**src/rtl/xadc_drp_pkg.sv**
```systemverilog
// Shared types and constants for the XADC DRP arbiter.
// FSM state encoding, default widths, requester indices.
package xadc_drp_pkg;

  typedef enum logic [1:0] {
    IDLE,
    ISSUE,
    WAIT,
    DONE
  } drp_state_e;

  localparam int ADDR_W_DFLT = 7;
  localparam int DATA_W_DFLT = 16;

  localparam logic REQ_POLL = 1'b0;
  localparam logic REQ_AXI  = 1'b1;

endpackage

```
**src/rtl/drp_rr_pick.sv**
```systemverilog
// Two-way round-robin pick for the DRP arbiter.
// valid[1:0] requests, last_grant index; grant is one-hot or zero.
module drp_rr_pick (
  input  logic [1:0] valid,
  input  logic       last_grant,
  output logic [1:0] grant
);

  // On a tie, favour whoever did not win last time.
  always_comb begin
    grant = valid;
    if (&valid) begin
      grant = last_grant ? 2'b01 : 2'b10;
    end
  end

endmodule

```
**src/rtl/xadc_drp_arbiter.sv**
```systemverilog
// Shares one XADC DRP port between two requesters, one op at a time.
// Ports: req0/req1 valid-ready-done channels, DRP port, arb_busy, timeout_cnt.
module xadc_drp_arbiter
  import xadc_drp_pkg::*;
#(
  parameter int TIMEOUT_CYCLES = 255,
  parameter int ADDR_W         = ADDR_W_DFLT,
  parameter int DATA_W         = DATA_W_DFLT
) (
  input  logic              clk,
  input  logic              rst,
  input  logic              req0_valid,
  output logic              req0_ready,
  input  logic [ADDR_W-1:0] req0_addr,
  input  logic [DATA_W-1:0] req0_wdata,
  input  logic              req0_we,
  output logic              req0_done,
  output logic [DATA_W-1:0] req0_rdata,
  output logic              req0_err,
  input  logic              req1_valid,
  output logic              req1_ready,
  input  logic [ADDR_W-1:0] req1_addr,
  input  logic [DATA_W-1:0] req1_wdata,
  input  logic              req1_we,
  output logic              req1_done,
  output logic [DATA_W-1:0] req1_rdata,
  output logic              req1_err,
  output logic [ADDR_W-1:0] DADDR,
  output logic              DEN,
  output logic [DATA_W-1:0] DI,
  output logic              DWE,
  input  logic [DATA_W-1:0] DO,
  input  logic              DRDY,
  output logic              arb_busy,
  output logic [7:0]        timeout_cnt
);

  drp_state_e        state_q, state_d;
  logic              owner_q, owner_d;
  logic              last_grant_q, last_grant_d;
  logic [ADDR_W-1:0] addr_q, addr_d;
  logic [DATA_W-1:0] wdata_q, wdata_d;
  logic              we_q, we_d;
  logic [15:0]       cnt_q, cnt_d;
  logic [DATA_W-1:0] rdata0_q, rdata0_d;
  logic [DATA_W-1:0] rdata1_q, rdata1_d;
  logic              err0_q, err0_d;
  logic              err1_q, err1_d;
  logic [7:0]        tocnt_q, tocnt_d;
  logic [1:0]        grant;
  logic              rdy_ok;

  drp_rr_pick u_pick (
    .valid      ({req1_valid, req0_valid}),
    .last_grant (last_grant_q),
    .grant      (grant)
  );

  assign rdy_ok     = (state_q == IDLE) && !rst;
  assign req0_ready = rdy_ok && grant[0];
  assign req1_ready = rdy_ok && grant[1];
  assign req0_done  = (state_q == DONE) && (owner_q == REQ_POLL);
  assign req1_done  = (state_q == DONE) && (owner_q == REQ_AXI);
  assign req0_rdata = rdata0_q;
  assign req1_rdata = rdata1_q;
  assign req0_err   = err0_q;
  assign req1_err   = err1_q;
  assign DEN        = (state_q == ISSUE);
  assign DWE        = DEN && we_q;
  assign DADDR      = addr_q;
  assign DI         = wdata_q;
  assign arb_busy   = (state_q != IDLE);
  assign timeout_cnt = tocnt_q;

  always_comb begin
    state_d      = state_q;
    owner_d      = owner_q;
    last_grant_d = last_grant_q;
    addr_d       = addr_q;
    wdata_d      = wdata_q;
    we_d         = we_q;
    cnt_d        = cnt_q;
    rdata0_d     = rdata0_q;
    rdata1_d     = rdata1_q;
    err0_d       = err0_q;
    err1_d       = err1_q;
    tocnt_d      = tocnt_q;
    unique case (state_q)
      IDLE: begin
        if (|grant) begin
          owner_d      = grant[1];
          last_grant_d = grant[1];
          addr_d       = grant[1] ? req1_addr : req0_addr;
          wdata_d      = grant[1] ? req1_wdata : req0_wdata;
          we_d         = grant[1] ? req1_we : req0_we;
          state_d      = ISSUE;
        end
      end
      ISSUE: begin
        cnt_d   = '0;
        state_d = WAIT;
      end
      WAIT: begin
        // DRDY is checked first so a same-cycle timeout still succeeds.
        if (DRDY) begin
          if (owner_q == REQ_AXI) begin
            rdata1_d = DO;
            err1_d   = 1'b0;
          end else begin
            rdata0_d = DO;
            err0_d   = 1'b0;
          end
          state_d = DONE;
        end else if (cnt_q == 16'(TIMEOUT_CYCLES - 1)) begin
          if (owner_q == REQ_AXI) begin
            rdata1_d = '0;
            err1_d   = 1'b1;
          end else begin
            rdata0_d = '0;
            err0_d   = 1'b1;
          end
          if (tocnt_q != 8'hFF) tocnt_d = tocnt_q + 8'd1;
          state_d = DONE;
        end else begin
          cnt_d = cnt_q + 16'd1;
        end
      end
      DONE: begin
        state_d = IDLE;
      end
      default: state_d = IDLE;
    endcase
  end

  always_ff @(posedge clk) begin
    if (rst) begin
      state_q      <= IDLE;
      owner_q      <= REQ_POLL;
      last_grant_q <= 1'b1;
      addr_q       <= '0;
      wdata_q      <= '0;
      we_q         <= 1'b0;
      cnt_q        <= '0;
      rdata0_q     <= '0;
      rdata1_q     <= '0;
      err0_q       <= 1'b0;
      err1_q       <= 1'b0;
      tocnt_q      <= '0;
    end else begin
      state_q      <= state_d;
      owner_q      <= owner_d;
      last_grant_q <= last_grant_d;
      addr_q       <= addr_d;
      wdata_q      <= wdata_d;
      we_q         <= we_d;
      cnt_q        <= cnt_d;
      rdata0_q     <= rdata0_d;
      rdata1_q     <= rdata1_d;
      err0_q       <= err0_d;
      err1_q       <= err1_d;
      tocnt_q      <= tocnt_d;
    end
  end

endmodule
```
**config.mk**
```make
export PLATFORM = sky130hd
export DESIGN_NAME = xadc_drp_arbiter
export DESIGN_NICKNAME = d
export VERILOG_FILES = /design/src/rtl/xadc_drp_pkg.sv /design/src/rtl/drp_rr_pick.sv /design/src/rtl/xadc_drp_arbiter.sv
export SDC_FILE = /design/constraint.sdc
export NUM_CORES = 1
export LEC_CHECK = 0
export CAP_MARGIN = 0
export CORE_ASPECT_RATIO = 0.5
export CORE_UTILIZATION = 35
export DETAILED_ROUTE_END_ITERATION = 10
export GPL_TIMING_DRIVEN = 0
export SKIP_CTS_REPAIR_TIMING = 1
export SLEW_MARGIN = 20
export SYNTH_ARGS = -nofsm -noshare
export SYNTH_HDL_FRONTEND = slang
export SYNTH_HIERARCHICAL = 1
export SYNTH_SLANG_ARGS = --single-unit
export TNS_END_PERCENT = 100
```
**constraint.sdc**
```tcl
create_clock -name clk -period 2.6 [get_ports clk]
set_input_delay 0.26 -clock clk [delete_from_list [all_inputs] [get_ports clk]]
set_output_delay 0.26 -clock clk [all_outputs]
set_load 0.01 [all_outputs]
```
* Word level (Yosys, flattened, before mapping) *
Cells that the tools add are included.

storage, ports and cells
  register bits after elaboration = 86
  logic and storage cells = 72

operators by class
  $add $sub $neg = 2
  equal/unequal tests = 9
  multiplexer cells = 28
  bitwise logic cells = 2
  reduce and logical (&&, ||, !) cells = 19

operators with widths
  cell                                                               number
  16-bit two-way mux                                                 11
  16-bit case mux with 2 select lines                                1
  16-bit by 1-bit adder with 16-bit output (second input constant)   1
  16-bit by 8-bit == test with 1-bit output (second input constant)  1
  2-bit two-way mux                                                  5
  1-bit two-way mux                                                  9
  3-bit AND reduction                                                3
  8-bit by 1-bit adder with 8-bit output (second input constant)     1
  8-bit != test (second input constant)                              1
  2-bit case mux with 4 select lines                                 1
  7-bit two-way mux                                                  1
  1-bit logical AND                                                  6
  2-bit AND reduction                                                3
  2-bit nonzero test                                                 3
  2-bit == test (second input constant)                              2
  2-bit != test (second input constant)                              2
  4-bit AND reduction                                                1
  3-bit != test (second input constant)                              1
  2-bit by 1-bit == test with 1-bit output (second input constant)   1
  2-bit logical NOT                                                  1
  2-bit by 1-bit != test with 1-bit output (second input constant)   1
  1-bit inverter                                                     2
  2-bit OR reduction                                                 1
  1-bit logical NOT                                                  1

* Longest topological paths before layout *
Gate-level depths: netlist of the first run.

  depth after elaboration = 5
  depth in mapped cells = 7
  depth with buffers taken out = 6

* By module *
The synthesis of the first run kept the hierarchy.

by module, submodules not included
  module            times used  cells an instance  area each (um^2)  seq. area each (um^2)
  xadc_drp_arbiter  1           459                4076.4            1721.7
  drp_rr_pick       1           3                  18.8              0.0

* Worst setup path before layout of the first run *
Ideal clock, no wire load.

  path type = flip-flop to flip-flop
  start = reg state_q[0]
  end = reg cnt_q[14]
  setup time = 0.074 ns
  data arrival time = 1.763 ns
  data required time = 2.526 ns
  setup slack = 0.762 ns
  stages on the path, launching flop included = 7
  period minus slack after synthesis = 1.838 ns
  cells stage by stage = dfxtp_1 inv_1 ha_1 clkbuf_1 nand2_1 or4_1 a31oi_1

on the way
  word-level cells in the longest chain between the ends = 3
  elaborated cells between the ends (all ways) = 7
  those cells by class = 4 x eq/ne; 1 x mux; 2 x reduce/logical

RTL lines
  element                                                                    RTL line                 text
  start, declared                                                            xadc_drp_arbiter.sv:38   drp_state_e state_q, state_d;
  start signal, assigned                                                     xadc_drp_arbiter.sv:150  state_q <= state_d;
  2-bit == test or 2-bit by 1-bit == test with 1-bit output (tied branches)  xadc_drp_arbiter.sv:88   unique case (state_q)
  2-bit != test (no line) or 2-bit nonzero test (tied branches)              -
  3-bit AND reduction (no line)                                              -
  end signal, assigned                                                       xadc_drp_arbiter.sv:156  cnt_q <= cnt_d;
  end, declared                                                              xadc_drp_arbiter.sv:44   logic [15:0] cnt_q, cnt_d;

Several ways; a longest one is shown, not always the timed one.
A chain may end at the register's enable or synchronous reset.

* Final worst setup path of the first run *
  start = in rst
  end = out req0_ready

on the way
  word-level cells in the longest chain between the ends = 3

RTL lines
  element            RTL line                text
  start, declared    xadc_drp_arbiter.sv:11  input logic rst,
  1-bit logical NOT  xadc_drp_arbiter.sv:59  assign rdy_ok = (state_q == IDLE) && !rst;
  1-bit logical AND  xadc_drp_arbiter.sv:59
  1-bit logical AND  xadc_drp_arbiter.sv:60  assign req0_ready = rdy_ok && grant[0];
  end, declared      xadc_drp_arbiter.sv:13  output logic req0_ready,

No other way between the ends.

==> results.json, run 1 <==
{
  "finalCritPeriodShare": 0.9728,
  "clock-sinks": 86,
  "cts-root-buf": "clkbuf_16",
  "ys_ff_latch": 86,
  "min_period_ps": 2529,
  "synth_edf_count": 0,
  "worstPathCellList": "clkdlybuf4s50_1, clkbuf_2, clkbuf_4, clkbuf_2, nor2_1, clkdlybuf4s50_1",
  "clock_skew_ps": 6.157,
  "crit_arrival_ps": 2270,
  "synthArstFlopShare": 0,
  "ant_nets": 0,
  "antenna_found_initial": 0,
  "io_buffers": 140,
  "cts_htree_levels": 3,
  "diodes": 0,
  "status": "completed",
  "slew_viol_final": 0,
  "multi_input_area_sq_mm": 0.002145,
  "critical-path-max-stage-delay_ps": 550,
  "rsz0062_at_grt": "false",
  "hp-class": "register to register",
  "wl_met3_um": 489,
  "synth_nets": 539,
  "p_per_area_mw_per_mm2": 724.0,
  "start_kind": "input port",
  "seq_area_frac_synth": 0.4204,
  "drt_first_pass_iters": 4,
  "highest-signal-layer": "met4",
  "tritoncts": "done",
  "cp.required_ps": 2340,
  "synth_top_area_frac": 0.4204,
  "drv_cap": 0,
  "grt_pass1_vias": 3960,
  "cp_max_fo": 10,
  "timing.slew.headroom": 0.5642,
  "start_util": 0.3662,
  "critical_path_buf_inv_count": 5,
  "numCtsBuffers": 9,
  "critPathKind": "input port to output port",
  "cpMaxStageDelayCell": "clkdlybuf4s50_1",
  "final_cell_area_sq_mm": 0.006023,
  "drc": 0,
  "grt_max_degree": 18,
  "postSynthAreaPerCell_sq_um": 8.864,
  "synth_area_leaders": "dfxtp_1 (42%), o32ai_1 (6.8%), mux2i_1 (6.4%)",
  "postPlaceCellArea_sq_mm": 0.005695,
  "place_congestion": 0.8466,
  "wl_met2_mm": 5.823,
  "setup_viol": 0,
  "fill_cells": 1089,
  "yosysWarnings": 6,
  "viasPerCell": 5.281,
  "synth_area_leader_cell": "dfxtp_1",
  "synthCells": 462,
  "p_leak_nw": 2.051,
  "regArea_sq_mm": 0.001722,
  "crit_family": "buffers and inverters",
  "wl_per_cell_um": 16.16,
  "overflow": 0,
  "worst_slew_pin_slew_ps": 653.7,
  "vias": 4103,
  "area.growth.synth_to_final_pct": 47.08,
  "yosys-top-cells-count": "dfxtp_1 (86), nand2_1 (35), nor2_1 (35), o32ai_1 (32), mux2i_1 (26)",
  "rows": 27,
  "dp_hpwl_mm": 9.199,
  "drive_above_1_share": 0.05987,
  "dieArea_sq_mm": 0.01216,
  "nets": 690,
  "syn-cell-area_sq_mm": 0.004095,
  "die_h_um": 78.49,
  "die_x_um": 155.0,
  "clock_path_buffers": 2,
  "synth_ff_type": "dfxtp_1",
  "io_pins": 141,
  "grt_util_all_layers": 0.2160,
  "grt_pass1_wl_mm": 20.58,
  "core_sq_mm": 0.01118,
  "ir_worst_vdd_uv": 323.4,
  "synth_cell_type_count": 52,
  "drt_iter0_markers": 194,
  "hold_viol": 0,
  "yosysMostFrequentCell": "dfxtp_1",
  "clkLatencyLatePin_ps": 340,
  "timing.fmax_ghz": 0.3954,
  "end_kind": "output port",
  "routed_wl_mm": 12.56,
  "path_clk_slew_ps": 70,
  "wl_met1_mm": 6.085,
  "tns_ps": 0
}
-- sequential cells by signal (all words and copies together), names as in the netlist --
signal,cells
DI,16
req0_err,1
owner_q,1
req1_rdata,16
state_q,2
we_q,1
req0_rdata,16
DADDR,7
timeout_cnt,8
cnt_q,16
last_grant_q,1
req1_err,1
-- metal layers --
| metal | GRT usage | vias to the layer above |
|---|---|---|
| met2 | 0.3509 | 98 |
| met5 | 0 | - |
| met3 | 0.04694 | 12 |
| met1 | 0.2877 | 1966 |
| li1 | - | 2027 |
| met4 | 0.06139 | 0 |
-- path summary, 6_finish.rpt --
check                             startpoint                    endpoint  slack [ps]  cells past startpoint
setup / recovery                         rst                  req0_ready          70                      6
setup reg to reg     state_q[0]$_SDFFE_PP0P_       cnt_q[7]$_SDFFE_PP0P_         340                      7
hold / removal    req0_rdata[5]$_SDFFE_PP0P_  req0_rdata[5]$_SDFFE_PP0P_         480                      2
hold reg to reg   req0_rdata[5]$_SDFFE_PP0P_  req0_rdata[5]$_SDFFE_PP0P_         480                      2
-- worst register-to-register path: stages (launching register included) --
cell and delay [ps]:
dfxtp_1 350, inv_1 110, ha_1 240, clkbuf_1 420, nand2_1 320, nor2_2 350, nand2_1 130, o41ai_1 250
-- layout by cell type (no fill, tap or decap), types with 3 or more instances in the layout --
cell,netlist,routed
and3_1,7,7
and2_1,4,4
a21oi_1,16,16
buf_2,5,4
o21ai_0,4,4
or4_1,6,6
o211ai_1,4,4
clkdlybuf4s50_1,0,140
o311ai_0,3,3
inv_6,0,3
clkbuf_1,24,21
inv_1,24,24
dfxtp_1,86,86
nor3_1,6,6
nand4_1,12,12
o31ai_1,3,3
ha_1,8,8
nand2_1,35,35
nor2b_1,5,5
and4_1,3,3
mux2i_1,26,26
nand3_1,13,13
mux2_2,3,3
or3_1,4,4
o32ai_1,32,32
nor2_1,35,34
a211oi_1,25,25
a31oi_1,8,8
nand2b_1,22,22
buf_1,6,5
clkbuf_16,0,9
-- through the flow --
stage	hold slack, ps	worst slack (ps)	std cells	power [mW]	utilization
floorplan	434.9	762.3	462	2.322	-
finish	481.9	70.84	777	4.361	0.5387
global placement	464.0	-619.0	761	3.000	0.5093
detailed placement	468.9	-594.8	761	3.006	0.5093
CTS	480.2	-593.1	777	4.402	0.5373
global route	498.8	7.231	777	4.615	0.5387
-- power breakdown --
part	internal, mW	switching (mW)
registers	1.49	0.0997
clock network	0.771	0.613
logic	0.637	0.750
total	2.90	1.46
-- area by class of cell --
| class | count | area share |
|---|---|---|
| Clock buffer | 9 | 0.03739 |
| Clock inverter | 7 | 0.01454 |
| Buffer | 35 | 0.02493 |
| Timing Repair Buffer | 140 | 0.2327 |
| Tap cell | 159 | 0.03303 |
| Sequential cell | 86 | 0.2858 |
| Multi-Input combinational cell | 316 | 0.3560 |
| Inverter | 25 | 0.01558 |
-- kinds of logic (layout without fill, tap and decap cells) --
logic type,count (synthesis),after routing,synth area share
DFF,86,86,0.4204
muxes,29,29,0.07180
adders and majority gates,8,8,0.02444
AOI/OAI and AO/OA,112,112,0.2038
buffers and inverters,60,216,0.05652
and+or+nand+nor,167,167,0.2230
No activity file was read; power rests on OpenSTA's default activity.
==> inputs of run 2 (changes only) <==
--- a/config.mk
+++ b/config.mk
@@ -6,10 +6,13 @@
 export NUM_CORES = 1
 export LEC_CHECK = 0
 export CAP_MARGIN = 0
+export CELL_PAD_IN_SITES_DETAIL_PLACEMENT = 1
+export CELL_PAD_IN_SITES_GLOBAL_PLACEMENT = 2
 export CORE_ASPECT_RATIO = 0.5
-export CORE_UTILIZATION = 35
+export CORE_UTILIZATION = 26
 export DETAILED_ROUTE_END_ITERATION = 10
 export GPL_TIMING_DRIVEN = 0
+export PLACE_DENSITY_LB_ADDON = 0.1
 export SKIP_CTS_REPAIR_TIMING = 1
 export SLEW_MARGIN = 20
 export SYNTH_ARGS = -nofsm -noshare
==> results.json, run 2 (synthesized netlist as in run 1, its figures left out) <==
{
  "clock-sinks": 86,
  "crit_family": "buffers and inverters",
  "drc": 0,
  "timing.slew.headroom": 0.5707,
  "place_congestion": 0.7774,
  "p_leak_nw": 2.050,
  "highest-signal-layer": "met4",
  "crit_arrival_ps": 2220,
  "fill_cells": 1738,
  "end_kind": "output port",
  "path_clk_slew_ps": 70,
  "overflow": 0,
  "vias": 4120,
  "wl_met2_mm": 6.462,
  "regArea_sq_mm": 0.001722,
  "dieArea_sq_mm": 0.01629,
  "hp-class": "register to register",
  "grt_util_all_layers": 0.1838,
  "wl_per_cell_um": 18.04,
  "start_kind": "input port",
  "worst_slew_pin_slew_ps": 644.0,
  "cts-root-buf": "clkbuf_16",
  "layout.cells.non_filler": 815,
  "wl_met1_mm": 7.246,
  "cts_htree_levels": 3,
  "grt_pass1_wl_mm": 23.57,
  "drt_first_pass_iters": 6,
  "cpMaxStageDelayCell": "clkdlybuf4s50_1",
  "diodes": 0,
  "io_buffers": 140,
  "min_period_ps": 2481,
  "drt_iter0_markers": 211,
  "die_x_um": 179.5,
  "cp.required_ps": 2340,
  "layout_commonest_cell": "clkdlybuf4s50_1",
  "ir_worst_vdd_uv": 375.6,
  "routed_wl_mm": 14.70,
  "grt_max_degree": 17,
  "io_pins": 141,
  "viasPerCell": 5.055,
  "p_per_area_mw_per_mm2": 727.7,
  "clock_skew_ps": 15.85,
  "critPathKind": "input port to output port",
  "numCtsBuffers": 9,
  "tritoncts": "done",
  "critical_path_buf_inv_count": 5,
  "antenna_found_initial": 0,
  "core_sq_mm": 0.01493,
  "hold_viol": 0,
  "slew_viol_final": 0,
  "hold_ws_ps": 483.5,
  "setup_viol": 0,
  "drive_above_1_share": 0.05997,
  "ant_nets": 0,
  "dp_hpwl_mm": 10.82,
  "die_h_um": 90.75,
  "critical-path-max-stage-delay_ps": 560,
  "timing.fmax_ghz": 0.4030,
  "drv_cap": 0,
  "clock_path_buffers": 2,
  "mostFrequentLayoutCells": "clkdlybuf4s50_1 (140), dfxtp_1 (86), nand2_1 (35)",
  "start_util": 0.2742,
  "clkLatencyLatePin_ps": 340,
  "dp.cells": 800,
  "total_power_mw": 4.418,
  "status": "completed",
  "grt_pass1_vias": 4260,
  "nets": 689,
  "finalCritPeriodShare": 0.9543,
  "area.growth.synth_to_final_pct": 48.24,
  "wl_met3_um": 904,
  "rows": 31,
  "cp_max_fo": 10,
  "multi_input_area_sq_mm": 0.002145,
  "worstPathCellList": "clkdlybuf4s50_1, buf_2, clkbuf_4, clkbuf_4, nor2_1, clkdlybuf4s50_1"
}
## run 2: where the power goes
group	switching (mW)	leakage (nW)	internal, mW
clock	0.607	0.154	0.789
combinational	0.786	1.20	0.639
sequential	0.105	0.700	1.49
## run 2: path summary, 6_finish.rpt
check	start	to	slack [ps]	cells past startpoint
min reg2reg	req1_rdata[14]$_SDFFE_PP0P_	req1_rdata[14]$_SDFFE_PP0P_	480	2
max reg2reg	state_q[0]$_SDFFE_PP0P_	cnt_q[7]$_SDFFE_PP0P_	290	7
max	rst	req1_ready	120	6
min	req1_rdata[14]$_SDFFE_PP0P_	req1_rdata[14]$_SDFFE_PP0P_	480	2
## run 2: through the flow
step / setup TNS [ps] / area [sq um] / setup WS [ps] / utilization
6_report: 0 / 6071 / 118.8 / 0.4065
5_1_grt: -2.871 / 6071 / -2.871 / 0.4065
4_1_cts: -1437 / 6057 / -719.3 / 0.4056
3_5_place_dp: -4849 / 5744 / -724.1 / 0.3847
3_3_place_gp: -4754 / 5744 / -699.2 / 0.3847
2_1_floorplan: 0 / 4095 / 762.3 / -
## run 2: worst register-to-register path, cell delays in order (launching register included)
cell	delay (ps)
dfxtp_1	350
inv_1	110
ha_1	250
clkbuf_1	400
nand2_1	330
nor2_2	370
nand2_1	140
o41ai_1	260
## run 2: cell type report
cell class / instances / share of cell area
plain buffers: 34 / 0.02453
clock inverters: 6 / 0.01216
repair buffers: 140 / 0.2308
inverters: 25 / 0.01546
clock buffers: 10 / 0.03937
flip-flops and latches: 86 / 0.2836
multi-input cells: 316 / 0.3533
well taps: 198 / 0.04081
## run 2: routing by layer
layer | vias up | global-route usage
met5 | - | 0
met4 | 0 | 0.03736
met3 | 8 | 0.06169
met2 | 85 | 0.2809
met1 | 2017 | 0.2494
li1 | 2010 | -
==> inputs of run 3 (changes only) <==
--- a/config.mk
+++ b/config.mk
@@ -9,6 +9,7 @@
 export CELL_PAD_IN_SITES_DETAIL_PLACEMENT = 1
 export CELL_PAD_IN_SITES_GLOBAL_PLACEMENT = 2
 export CORE_ASPECT_RATIO = 0.5
+export CORE_MARGIN = 2
 export CORE_UTILIZATION = 26
 export DETAILED_ROUTE_END_ITERATION = 10
 export GPL_TIMING_DRIVEN = 0
==> results.json, run 3 (synthesized netlist as in run 1, its figures left out) <==
{
  "status": "completed",
  "layout_commonest_cell": "clkdlybuf4s50_1",
  "end_kind": "output port",
  "drt_iter0_markers": 122,
  "grt_util_all_layers": 0.1743,
  "critPathKind": "input port to output port",
  "cp_max_fo": 10,
  "p_per_area_mw_per_mm2": 712.1,
  "dp_hpwl_mm": 10.74,
  "rr_endpoint": "cnt_q[7]$_SDFFE_PP0P_",
  "hp-class": "register to register",
  "viasPerCell": 5.001,
  "min_period_ps": 2485,
  "r2r_slack_ps": 220,
  "drc": 0,
  "clock_path_buffers": 2,
  "cpMaxStageDelayCell": "clkdlybuf4s50_1",
  "cts_htree_levels": 3,
  "start_util": 0.2657,
  "wl_per_cell_um": 17.65,
  "routed_wl_mm": 14.51,
  "crit_arrival_ps": 2220,
  "diodes": 0,
  "finalCritPeriodShare": 0.9558,
  "core_sq_mm": 0.01541,
  "cts-root-buf": "clkbuf_16",
  "start_kind": "input port",
  "layout.cells.non_filler": 822,
  "grt_max_degree": 18,
  "clkLatencyLatePin_ps": 350,
  "io_buffers": 140,
  "p_leak_nw": 2.041,
  "area.growth.synth_to_final_pct": 47.91,
  "min_from": "req1_rdata[14]$_SDFFE_PP0P_",
  "path_clk_slew_ps": 70,
  "ir_worst_vdd_uv": 397.8,
  "drt_first_pass_iters": 4,
  "grt_pass1_wl_mm": 23.05,
  "mostFrequentLayoutCells": "clkdlybuf4s50_1 (140), dfxtp_1 (86), nand2_1 (35)",
  "die_h_um": 92.75,
  "worst_slew_pin_slew_ps": 658.2,
  "nets": 690,
  "rows": 32,
  "die_x_um": 181.5,
  "worstPathCellList": "clkdlybuf4s50_1, buf_2, clkbuf_4, clkbuf_4, nor2_1, clkdlybuf4s50_1",
  "numCtsBuffers": 9,
  "drive_above_1_share": 0.05987,
  "critical-path-max-stage-delay_ps": 540,
  "antenna_found_initial": 0,
  "dieArea_sq_mm": 0.01683,
  "dp.cells": 806,
  "tns_ps": 0,
  "timing.fmax_ghz": 0.4024,
  "fill_cells": 1755,
  "clock_skew_ps": 13.95,
  "slew_viol_final": 0,
  "r2r_start": "state_q[0]$_SDFFE_PP0P_",
  "hold_viol": 0,
  "place_congestion": 0.7371,
  "hold_depth": 2,
  "ant_nets": 0,
  "vias": 4111,
  "cp.required_ps": 2340,
  "grt_pass1_vias": 4260,
  "tritoncts": "done",
  "overflow": 0,
  "setup_viol": 0,
  "hold_end": "req1_rdata[14]$_SDFFE_PP0P_",
  "io_pins": 141,
  "timing.slew.headroom": 0.5612,
  "drv_cap": 0,
  "clock-sinks": 86,
  "rr_worst_depth": 7
}
run 3: worst max-delay path by stage:
stage,startpoint,end,slack (ps)
floorplan,state_q[0]$_SDFFE_PP0P_,cnt_q[14]$_SDFFE_PP0P_,760
global placement,rst,req1_ready,-700
detailed placement,rst,req0_ready,-750
CTS,rst,req0_ready,-750
global route,req1_valid,req1_ready,-20
finish,rst,req1_ready,120
run 3: worst max-delay path, delay by kind of cell:
| kind | cells | cell delay (ps) |
|---|---|---|
| buf+inv | 5 | 1890 |
| simple gates | 1 | 70 |
run 3: area by class of cell:
type | count | area [sq um] | area share
multi-input combinational | 316 | 2145 | 0.3541
sequential | 86 | 1722 | 0.2842
timing repair buffer | 140 | 1401 | 0.2314
tap | 204 | 255.2 | 0.04214
clock buffer | 9 | 225.2 | 0.03718
buffer | 35 | 152.6 | 0.02520
inverter | 25 | 93.84 | 0.01549
clock inverter | 7 | 62.56 | 0.01033
run 3: power by group:
group / switching [mW] / leakage (nW) / internal, mW
sequential: 0.106 / 0.700 / 1.49
clock: 0.624 / 0.145 / 0.675
combinational: 0.782 / 1.20 / 0.636
total: 1.51 / 2.04 / 2.80
run 3: routing by layer:
layer  GRT usage  share of wire
met5           0              0
met4     0.03117         0.0063
met3     0.06095          0.064
met2      0.2813           0.46
met1      0.2271           0.47
run 3: per-stage QoR:
stage / utilization / setup WS [ps] / hold WS (ps) / cell area [sq um] / total power, mW
final: 0.3929 / 115.0 / 477.2 / 6057 / 4.313
after global routing: 0.3929 / -19.31 / 504.4 / 6057 / 4.568
after CTS: 0.3918 / -749.5 / 485.1 / 6040 / 4.373
after detailed placement: 0.3731 / -749.1 / 473.8 / 5752 / 3.052
after global placement: 0.3731 / -699.5 / 463.9 / 5752 / 3.044
after floorplan: - / 762.3 / 434.9 / 4095 / 2.322
